--- src/rtl/hub75_pkg.sv ---
// Shared types and constants for the HUB75 receive-side capture block.
package hub75_pkg;

    localparam int ROW_W    = 4;
    localparam int OE_CNT_W = 16;

    typedef enum logic {
        DRAIN_IDLE,
        DRAIN_BUSY
    } drain_state_t;

    typedef struct packed {
        logic r;
        logic g;
        logic b;
    } seg_rgb_t;

    function automatic logic [ROW_W-1:0] row_addr(input logic a, input logic b,
                                                  input logic c, input logic d);
        return {d, c, b, a};
    endfunction

endpackage

--- src/rtl/hub75_capture_if.sv ---
// Pixel record stream produced by hub75_capture: valid/ready plus row, column, plane and RGB.
interface hub75_capture_if
    import hub75_pkg::*;
#(
    parameter int COL_W   = 6,
    parameter int PLANE_W = 3,
    parameter int RGB_W   = 6
);
    logic               px_valid;
    logic               px_ready;
    logic [ROW_W-1:0]   px_row;
    logic [COL_W-1:0]   px_col;
    logic [PLANE_W-1:0] px_plane;
    logic [RGB_W-1:0]   px_rgb;

    modport master (output px_valid, px_row, px_col, px_plane, px_rgb, input px_ready);
    modport slave  (input px_valid, px_row, px_col, px_plane, px_rgb, output px_ready);
endinterface

--- src/rtl/hub75_sync_edge.sv ---
// Two-flop synchronizer for one edge-detected level plus a payload captured alongside it,
// so the payload is aligned with the registered rising-edge pulse.
module hub75_sync_edge #(
    parameter int PAYLOAD_W = 1
) (
    input  logic                 clk,
    input  logic                 rst_n,
    input  logic                 level,
    input  logic [PAYLOAD_W-1:0] payload,
    output logic                 rise,
    output logic [PAYLOAD_W-1:0] payload_q
);
    logic [PAYLOAD_W:0] meta;
    logic [PAYLOAD_W:0] sync;
    logic               level_q;

    // NOTE: non-blocking assignments so each stage takes the previous stage's old value.
    always_ff @(posedge clk or negedge rst_n) begin
        if (!rst_n) begin
            meta      <= '0;
            sync      <= '0;
            level_q   <= 1'b0;
            rise      <= 1'b0;
            payload_q <= '0;
        end else begin
            meta      <= {payload, level};
            sync      <= meta;
            level_q   <= sync[0];
            rise      <= sync[0] & ~level_q;
            payload_q <= sync[PAYLOAD_W:1];
        end
    end

endmodule

--- src/rtl/hub75_capture.sv ---
// HUB75 receive-side capture: rebuilds shifted lines into a double buffer and streams
// per-pixel records. Define HUB75_CAPTURE_OE_MEAS_EN to enable the OE-low cycle counter.
module hub75_capture
    import hub75_pkg::*;
#(
    parameter int hpixel_p   = 64,
    parameter int vpixel_p   = 64,
    parameter int bpp_p      = 8,
    parameter int segments_p = 2
) (
    input  logic                clk,
    input  logic                rst_n,
    input  logic                i_enable,
    input  logic                i_hub_clk,
    input  logic                i_stb,
    input  logic                i_oe,
    input  logic                i_a,
    input  logic                i_b,
    input  logic                i_c,
    input  logic                i_d,
    input  logic                i_r1,
    input  logic                i_g1,
    input  logic                i_b1,
    input  logic                i_r2,
    input  logic                i_g2,
    input  logic                i_b2,
    hub75_capture_if.master     px,
    output logic [OE_CNT_W-1:0] o_oe_cycles,
    output logic                o_err_underrun,
    output logic                o_err_overrun,
    output logic                o_err_drop
);
    localparam int COL_W   = $clog2(hpixel_p);
    localparam int CNT_W   = $clog2(hpixel_p + 1);
    localparam int PLANE_W = $clog2(bpp_p);
    localparam int RGB_W   = 3 * segments_p;
    // Panel height is informational only; the row address width is fixed by A-D.
    localparam int vpixel_unused = vpixel_p;

    seg_rgb_t [segments_p-1:0] pins_rgb;
    logic                      hub_rise;
    logic                      stb_rise;
    logic [RGB_W-1:0]          pix_sync;
    logic [ROW_W:0]            ctl_sync;
    logic [ROW_W-1:0]          row_in;
    logic                      oe_low;

    assign pins_rgb[0] = '{r: i_r1, g: i_g1, b: i_b1};
    assign pins_rgb[1] = '{r: i_r2, g: i_g2, b: i_b2};

    hub75_sync_edge #(.PAYLOAD_W(RGB_W)) u_clk_sync (
        .clk       (clk),
        .rst_n     (rst_n),
        .level     (i_hub_clk),
        .payload   (pins_rgb),
        .rise      (hub_rise),
        .payload_q (pix_sync)
    );

    hub75_sync_edge #(.PAYLOAD_W(ROW_W + 1)) u_stb_sync (
        .clk       (clk),
        .rst_n     (rst_n),
        .level     (i_stb),
        .payload   ({i_oe, row_addr(i_a, i_b, i_c, i_d)}),
        .rise      (stb_rise),
        .payload_q (ctl_sync)
    );

    assign row_in = ctl_sync[ROW_W-1:0];
    assign oe_low = ~ctl_sync[ROW_W];

    logic [RGB_W-1:0]   line_buf [2][hpixel_p];
    logic               fill_sel;
    logic [CNT_W-1:0]   col_cnt;
    logic [CNT_W-1:0]   col_after;
    logic               over_seen;
    logic               stb_seen;
    logic [ROW_W-1:0]   row_q;
    logic [PLANE_W-1:0] plane_q;
    logic [PLANE_W-1:0] plane_next;
    logic               wr_en;
    logic               line_stb;
    logic               swap;
    drain_state_t       state;

    // NOTE: every variable gets a default first so no path through the block infers a latch.
    always_comb begin
        wr_en      = i_enable && hub_rise && (col_cnt < CNT_W'(hpixel_p));
        col_after  = wr_en ? col_cnt + CNT_W'(1) : col_cnt;
        line_stb   = i_enable && stb_rise;
        swap       = line_stb && (state == DRAIN_IDLE);
        plane_next = '0;
        if (stb_seen && (row_in == row_q))
            plane_next = (plane_q == PLANE_W'(bpp_p - 1)) ? '0 : plane_q + PLANE_W'(1);
    end

    // A clock edge coinciding with STB is written before the line is handed over,
    // because the clear below targets the other buffer (or the dropped one, last write wins).
    always_ff @(posedge clk or negedge rst_n) begin
        if (!rst_n) begin
            // NOTE: the line store is reset so underrun columns of the very first line read as 0.
            for (int s = 0; s < 2; s++)
                for (int c = 0; c < hpixel_p; c++)
                    line_buf[s][c] <= '0;
            fill_sel       <= 1'b0;
            col_cnt        <= '0;
            over_seen      <= 1'b0;
            stb_seen       <= 1'b0;
            row_q          <= '0;
            plane_q        <= '0;
            o_err_underrun <= 1'b0;
            o_err_overrun  <= 1'b0;
            o_err_drop     <= 1'b0;
        end else if (!i_enable) begin
            col_cnt        <= '0;
            over_seen      <= 1'b0;
            stb_seen       <= 1'b0;
            row_q          <= '0;
            plane_q        <= '0;
            o_err_underrun <= 1'b0;
            o_err_overrun  <= 1'b0;
            o_err_drop     <= 1'b0;
        end else begin
            o_err_underrun <= 1'b0;
            o_err_overrun  <= 1'b0;
            o_err_drop     <= 1'b0;
            if (wr_en) begin
                line_buf[fill_sel][col_cnt[COL_W-1:0]] <= pix_sync;
                col_cnt <= col_cnt + CNT_W'(1);
            end else if (hub_rise && !over_seen) begin
                o_err_overrun <= 1'b1;
                over_seen     <= 1'b1;
            end
            if (line_stb) begin
                row_q          <= row_in;
                plane_q        <= plane_next;
                stb_seen       <= 1'b1;
                o_err_underrun <= (col_after < CNT_W'(hpixel_p));
                col_cnt        <= '0;
                over_seen      <= 1'b0;
                if (swap) begin
                    fill_sel <= ~fill_sel;
                    for (int c = 0; c < hpixel_p; c++)
                        line_buf[~fill_sel][c] <= '0;
                end else begin
                    o_err_drop <= 1'b1;
                    for (int c = 0; c < hpixel_p; c++)
                        line_buf[fill_sel][c] <= '0;
                end
            end
        end
    end

    always_ff @(posedge clk or negedge rst_n) begin
        if (!rst_n) begin
            state       <= DRAIN_IDLE;
            px.px_valid <= 1'b0;
            px.px_col   <= '0;
            px.px_row   <= '0;
            px.px_plane <= '0;
        end else if (!i_enable) begin
            state       <= DRAIN_IDLE;
            px.px_valid <= 1'b0;
            px.px_col   <= '0;
        end else begin
            case (state)
                DRAIN_IDLE: begin
                    if (swap) begin
                        state       <= DRAIN_BUSY;
                        px.px_valid <= 1'b1;
                        px.px_col   <= '0;
                        px.px_row   <= row_in;
                        px.px_plane <= plane_next;
                    end
                end
                DRAIN_BUSY: begin
                    if (px.px_ready) begin
                        if (px.px_col == COL_W'(hpixel_p - 1)) begin
                            state       <= DRAIN_IDLE;
                            px.px_valid <= 1'b0;
                            px.px_col   <= '0;
                        end else begin
                            px.px_col <= px.px_col + COL_W'(1);
                        end
                    end
                end
                default: begin
                    state       <= DRAIN_IDLE;
                    px.px_valid <= 1'b0;
                end
            endcase
        end
    end

    // The drain buffer is never written while busy, so the record is a direct read of it.
    assign px.px_rgb = px.px_valid ? line_buf[~fill_sel][px.px_col] : '0;

`ifdef HUB75_CAPTURE_OE_MEAS_EN
    logic [OE_CNT_W-1:0] oe_cnt;

    always_ff @(posedge clk or negedge rst_n) begin
        if (!rst_n) begin
            oe_cnt      <= '0;
            o_oe_cycles <= '0;
        end else if (!i_enable) begin
            oe_cnt <= '0;
        end else if (line_stb) begin
            o_oe_cycles <= oe_cnt;
            oe_cnt      <= OE_CNT_W'(oe_low);
        end else if (oe_low && (oe_cnt != '1)) begin
            oe_cnt <= oe_cnt + OE_CNT_W'(1);
        end
    end
`else
    logic oe_unused;
    assign oe_unused   = oe_low;
    assign o_oe_cycles = '0;
`endif

endmodule

--- src/flat_wrapper.sv ---
// flat-port wrapper written by rule: the top's interface ports become plain ports
module hub75_capture_flat import hub75_pkg::*;
#(
    parameter int hpixel_p   = 64,
    parameter int vpixel_p   = 64,
    parameter int bpp_p      = 8,
    parameter int segments_p = 2
)
  (clk, rst_n, i_enable, i_hub_clk, i_stb, i_oe, i_a, i_b, i_c, i_d, i_r1, i_g1, i_b1, i_r2, i_g2, i_b2, o_oe_cycles, o_err_underrun, o_err_overrun, o_err_drop, px_px_valid, px_px_row, px_px_col, px_px_plane, px_px_rgb, px_px_ready);
  hub75_capture_if #(.COL_W(6), .PLANE_W(3), .RGB_W(6)) px_i ();
  input  logic clk;
  input  logic rst_n;
  input  logic i_enable;
  input  logic i_hub_clk;
  input  logic i_stb;
  input  logic i_oe;
  input  logic i_a;
  input  logic i_b;
  input  logic i_c;
  input  logic i_d;
  input  logic i_r1;
  input  logic i_g1;
  input  logic i_b1;
  input  logic i_r2;
  input  logic i_g2;
  input  logic i_b2;
  output logic [OE_CNT_W-1:0] o_oe_cycles;
  output logic o_err_underrun;
  output logic o_err_overrun;
  output logic o_err_drop;
  output wire logic [$bits(px_i.px_valid)-1:0] px_px_valid;
  output wire logic [$bits(px_i.px_row)-1:0] px_px_row;
  output wire logic [$bits(px_i.px_col)-1:0] px_px_col;
  output wire logic [$bits(px_i.px_plane)-1:0] px_px_plane;
  output wire logic [$bits(px_i.px_rgb)-1:0] px_px_rgb;
  input wire logic [$bits(px_i.px_ready)-1:0] px_px_ready;
  assign px_px_valid = px_i.px_valid;
  assign px_px_row = px_i.px_row;
  assign px_px_col = px_i.px_col;
  assign px_px_plane = px_i.px_plane;
  assign px_px_rgb = px_i.px_rgb;
  assign px_i.px_ready = px_px_ready;
  hub75_capture #(.hpixel_p(hpixel_p), .vpixel_p(vpixel_p), .bpp_p(bpp_p), .segments_p(segments_p)) u_core (.clk(clk), .rst_n(rst_n), .i_enable(i_enable), .i_hub_clk(i_hub_clk), .i_stb(i_stb), .i_oe(i_oe), .i_a(i_a), .i_b(i_b), .i_c(i_c), .i_d(i_d), .i_r1(i_r1), .i_g1(i_g1), .i_b1(i_b1), .i_r2(i_r2), .i_g2(i_g2), .i_b2(i_b2), .px(px_i), .o_oe_cycles(o_oe_cycles), .o_err_underrun(o_err_underrun), .o_err_overrun(o_err_overrun), .o_err_drop(o_err_drop));
endmodule
--- config.mk ---
export PLATFORM = sky130hd
export DESIGN_NAME = hub75_capture_flat
export DESIGN_NICKNAME = d
export VERILOG_FILES = /design/src/rtl/hub75_pkg.sv /design/src/rtl/hub75_capture_if.sv /design/src/rtl/hub75_sync_edge.sv /design/src/rtl/hub75_capture.sv /design/src/flat_wrapper.sv
export SDC_FILE = /design/constraint.sdc
export NUM_CORES = 2
export LEC_CHECK = 0
export ABC_CLOCK_PERIOD_IN_PS = 2500
export BUFFER_PORTS_ARGS = -buffer_cell sky130_fd_sc_hd__buf_4
export CORE_ASPECT_RATIO = 2
export CORE_UTILIZATION = 25
export DETAILED_ROUTE_END_ITERATION = 8
export PLACE_DENSITY = 0.37
export SLEW_MARGIN = 10
export SYNTH_ARGS = -nofsm -noshare
export SYNTH_HDL_FRONTEND = slang
export SYNTH_SLANG_ARGS = --single-unit
--- constraint.sdc ---
create_clock -name clk -period 2.5 [get_ports clk]
set_input_delay 0.125 -clock clk [delete_from_list [all_inputs] [get_ports clk]]
set_output_delay 0.125 -clock clk [all_outputs]
set_load 0.02 [all_outputs]
==> key figures <==
Run status
  • Status: finished, violations left
  • Failing checks: setup timing

Worst hold path
  • Hold crit path type: input port to flip-flop

Synthesis
  • Top-area cell type share of the netlist area: 54.10%
  • Syn avg cell area: 11.46 sq um
  • Synth warn: 0
  • Flop and latch count out of synthesis: 841
  • EDFF count, synth: 0
  • Largest family of logic cells by synthesized area: compound AO/OA/AOI/OAI gates
  • Top_reg_cell synth: dfrtp_1
  • Cell variety after synth: 65
  • Complex-gate fraction of the synthesized area: 18.10%
  • Post-synthesis sequential area ratio: 54.10%
  • Fraction of the mapped netlist area in simple logic gates: between 10% and 20%
  • Dominant cell type by area after synthesis: dfrtp_1
  • Synth Area in Adders: 0.1287%
  • Synth area leaders: dfrtp_1, mux4_2, a22o_1, nor2_1, a211oi_1
  • Synthesized instance count: 3393
  • Post-synthesis mux area share: 13.01%
  • Post-synthesis instance area: 38900 sq um
  • Synth Area in XOR/XNOR: less than 1%
  • FFs w/ async S/R, synth: 100.0%

Place
  • I/O Buffers: 38
  • Area post-placement: 44590 sq um
  • DP HPWL: approximately 120000 microns
  • Routability Congestion: 0.8702

Timing
  • Minimum clock period: 3.446 ns
  • Final worst path period share: 137.8%
  • Final hold violation count: 0
  • Clock Skew: 0.03355 ns
  • Fmax: 290.2 MHz
  • Worst setup margin: -0.9456 ns
  • Final Slew Violations: 0
  • Final setup fails: 55
  • Slew @ Worst Pin: 0.7374 ns
  • Worst slew margin: between 50% and 60%
  • RSZ-0062 raised after global routing: yes

Finish
  • Util after Layout: 32.43%
  • Area growth, synth to finish: 28.74%
  • Fill cells: 15.60k
  • Layout net count: between 3k and 4k
  • Share of cells above drive strength 1: 28.88%
  • Most common cell after layout, fill and taps aside: dfrtp_1
  • Register area: 21080 sq um
  • Commonest non-fill, non-tap cells in the layout: dfrtp_1, nor2_1, buf_4
  • Multi-input gate area: roughly 18000 sq um
  • Final std cell area, no fill: 50080 sq um

Drt
  • DRT Pass-1 Iters: 8
  • DRT antenna net count: 0
  • DR vias: 29.58k
  • Via-to-Cell Ratio: 5.059
  • Iteration-0 DRC Markers: 1854
  • Avg WL per Cell: between 20 and 30 microns
  • WL final: 166600 microns
  • DRC violations left: 0

Power and ir drop
  • Sequential power share: 40.9%
  • PwrDens: 684.2 nW/um^2
  • Clock power share: roughly 40%
  • Power Internal: 0.02457 W
  • Peak supply drop: 462.4 uV
  • Logic pwr share: 18.2%
  • Leak Pwr: 21.50 nW
  • Switching share of total power: 28.28%
  • Sw power: 0.009689 W

Clocking
  • TritonCTS Buffers: 83
  • Clk_lat worst skew: about 0.70 ns
  • CTS tree: built
  • Clock-pin transition on the worst setup and hold timing paths: 0.07 ns
  • Clock buffer depth: 3
  • H-tree level count: 3
  • CTS root buffer: clkbuf_16
  • # clock sinks: 841

Worst setup path
  • Critical Path Source: u_core.fill_sel
  • Reg2reg setup slack: -0.08 ns
  • Worst r2r dst: u_core.line_buf[730]
  • Critical path type: flip-flop to output port
  • Worst path cell trace: buf_12 > buf_12 > buf_12 > buf_4 > mux4_2 > o22ai_4 > nor4_4 > buf_12 > o311a_4 > buf_6
  • WP data arrival: 3.32 ns
  • Crit. End Element: output port
  • Nature of the critical path startpoint: flip-flop
  • Largest stage delay, worst path: 0.50 ns
  • Crit path buffers/inverters: 6
  • R2r worst-path depth: 10
  • CP delay by family, top: buffers and inverters
  • Slowest CP cell: dfrtp_4
  • Req. time, crit path: 2.38 ns
  • End point of the critical path: px_px_rgb[1]
  • Critical Path Most Common Cell: buf_12
  • CP Depth: 10
  • Worst Path Max Fanout: 7
  • R2r startpoint: u_core.fill_sel

Die
  • I/O pins: 56
  • Floorplan core area: roughly 150000 sq um
  • Initial Util: about a quarter
  • Die area: 157300 sq um
  • Die width: 280.9 microns
  • Die Height: 559.8 microns
  • FP Rows: 204

Global route
  • Global Route Usage Sum: a little over a fifth
  • Congestion Overflow GR: 0
  • Number of global-route vias before repair: 31.57k
  • Largest net degree at the start of global routing: 87
  • Initial antenna violation count: 4
  • Global-route wire length before repair: around 240000 microns

Flow run
  • Max cap viols: 0
final cells by class:
type                            instances  share of cell area [%]
Antenna cell                            1                0.004997
Multi-Input combinational cell       2228                   35.06
Tap cell                             2060                   5.147
Clock inverter                         30                  0.8670
Timing Repair Buffer                  559                   11.74
Sequential cell                       841                   42.09
Inverter                                6                 0.04497
Clock buffer                          121                   5.042
how the worst min path moves through the flow:
stage / cells past startpoint / end / slack (ns) / start
after floorplan: 0 / u_core.col_cnt[0] / -0.17 / rst_n
after global placement: 1 / u_core.line_buf[35] / 0.12 / rst_n
after detailed placement: 1 / u_core.line_buf[35] / 0.12 / rst_n
after CTS: 2 / u_core.u_stb_sync.meta[0] / 0.05 / i_stb
after global routing: 2 / u_core.u_stb_sync.meta[2] / 0.08 / i_b
final: 2 / u_core.u_stb_sync.meta[4] / 0.1 / i_d
flip-flops by register name, summed over array words and instances (netlist names), 3 cells and up:
register / flops
u_core.u_stb_sync.payload_q: 4
u_core.u_stb_sync.sync: 5
u_core.px.px_row: 4
u_core.col_cnt: 7
u_core.u_clk_sync.payload_q: 6
u_core.px.px_plane: 3
u_core.u_clk_sync.meta: 7
u_core.plane_q: 3
u_core.row_q: 4
u_core.line_buf: 768
u_core.px.px_col: 6
u_core.u_stb_sync.meta: 5
u_core.u_clk_sync.sync: 7
through the flow:
| step | worst slack (ns) | hold WS [ns] | setup TNS (ns) | total power [W] | std cells |
|---|---|---|---|---|---|
| 2_1_floorplan | 0.1014 | -0.1706 | 0 | 0.01704 | 3408 |
| 5_1_grt | -0.9804 | 0.07823 | -19.98 | 0.03541 | 5846 |
| 4_1_cts | -0.9648 | 0.04694 | -6.659 | 0.03464 | 5827 |
| 3_5_place_dp | -1.039 | 0.1186 | -156.29 | 0.01944 | 5621 |
| 3_3_place_gp | -1.144 | 0.1160 | -155.96 | 0.01943 | 5621 |
| 6_report | -0.9456 | 0.09555 | -6.932 | 0.03426 | 5846 |
power groups by stage:
stage                     sequential (W)  combinational, W  clock (W)
after floorplan                   0.0141           0.00291          0
after global placement            0.0143           0.00512          0
after detailed placement          0.0143           0.00514          0
after CTS                         0.0140           0.00624     0.0144
after global routing              0.0140           0.00658     0.0148
final                             0.0140           0.00625     0.0140
logic make-up (layout without fill, tap and decap cells):
| kind of cell | count (synthesis) | in the layout |
|---|---|---|
| buffers and inverters | 339 | 716 |
| AO/OA/AOI/OAI | 977 | 977 |
| other | 1 | 17 |
| AND/OR/NAND/NOR | 923 | 923 |
| flip-flops | 841 | 841 |
| adder cells (fa/ha/maj) | 4 | 4 |
| multiplexers | 299 | 299 |
| XOR/XNOR | 9 | 9 |
routing by layer:
metal  part of all wire [%]  GRT usage (%)  routed length [microns]  up-vias
li1                       -              -                        -    13114
met1                     37          23.79                    62460    15441
met2                     54          39.64                    90130      724
met3                    3.0          2.077                     5071      294
met4                    5.3          10.65                     8894        4
met5                  0.019              0                       31        -
cells in the mapped netlist (3+ instances only):
| master | instances |
|---|---|
| buf_6 | 10 |
| mux2_2 | 3 |
| clkbuf_1 | 154 |
| nand2b_1 | 20 |
| o211ai_1 | 3 |
| a22o_1 | 361 |
| a22oi_1 | 22 |
| a21boi_0 | 6 |
| buf_2 | 104 |
| nand3_1 | 58 |
| nor3_1 | 33 |
| nor2_1 | 568 |
| nor3_2 | 3 |
| and2_1 | 17 |
| a31oi_1 | 8 |
| nor4_1 | 4 |
| mux2i_1 | 131 |
| or2_2 | 4 |
| o21ai_0 | 40 |
| buf_1 | 18 |
| ha_1 | 4 |
| inv_1 | 5 |
| dfrtp_1 | 841 |
| and3_1 | 10 |
| nand2_1 | 129 |
| buf_4 | 46 |
| xor2_1 | 6 |
| a21oi_1 | 274 |
| o311a_1 | 5 |
| nand2_2 | 4 |
| xnor2_1 | 3 |
| nor2b_1 | 32 |
| a211oi_1 | 213 |
| o31ai_1 | 4 |
| o2111ai_1 | 4 |
| mux4_2 | 165 |
| o22ai_1 | 12 |
| nor2_2 | 25 |
| a221oi_1 | 12 |
worst reg2reg max path, delay by kind of cell (launching register included):
family	cells	cell delay, ns
AOI/OAI and AO/OA	2	0.35
buffers and inverters	6	1.05
and+or+nand+nor	2	0.56
DFF	1	0.50
timing repair:
item	in CTS	in global routing
hold buffers	17	0
setup buffers	35	18
cloned	5	2
pin swaps	33	13
hold endpoints to repair	554	0
gates resized for setup	251	117
setup endpoints to repair	725	470
Power figures use the tool's default switching activity.
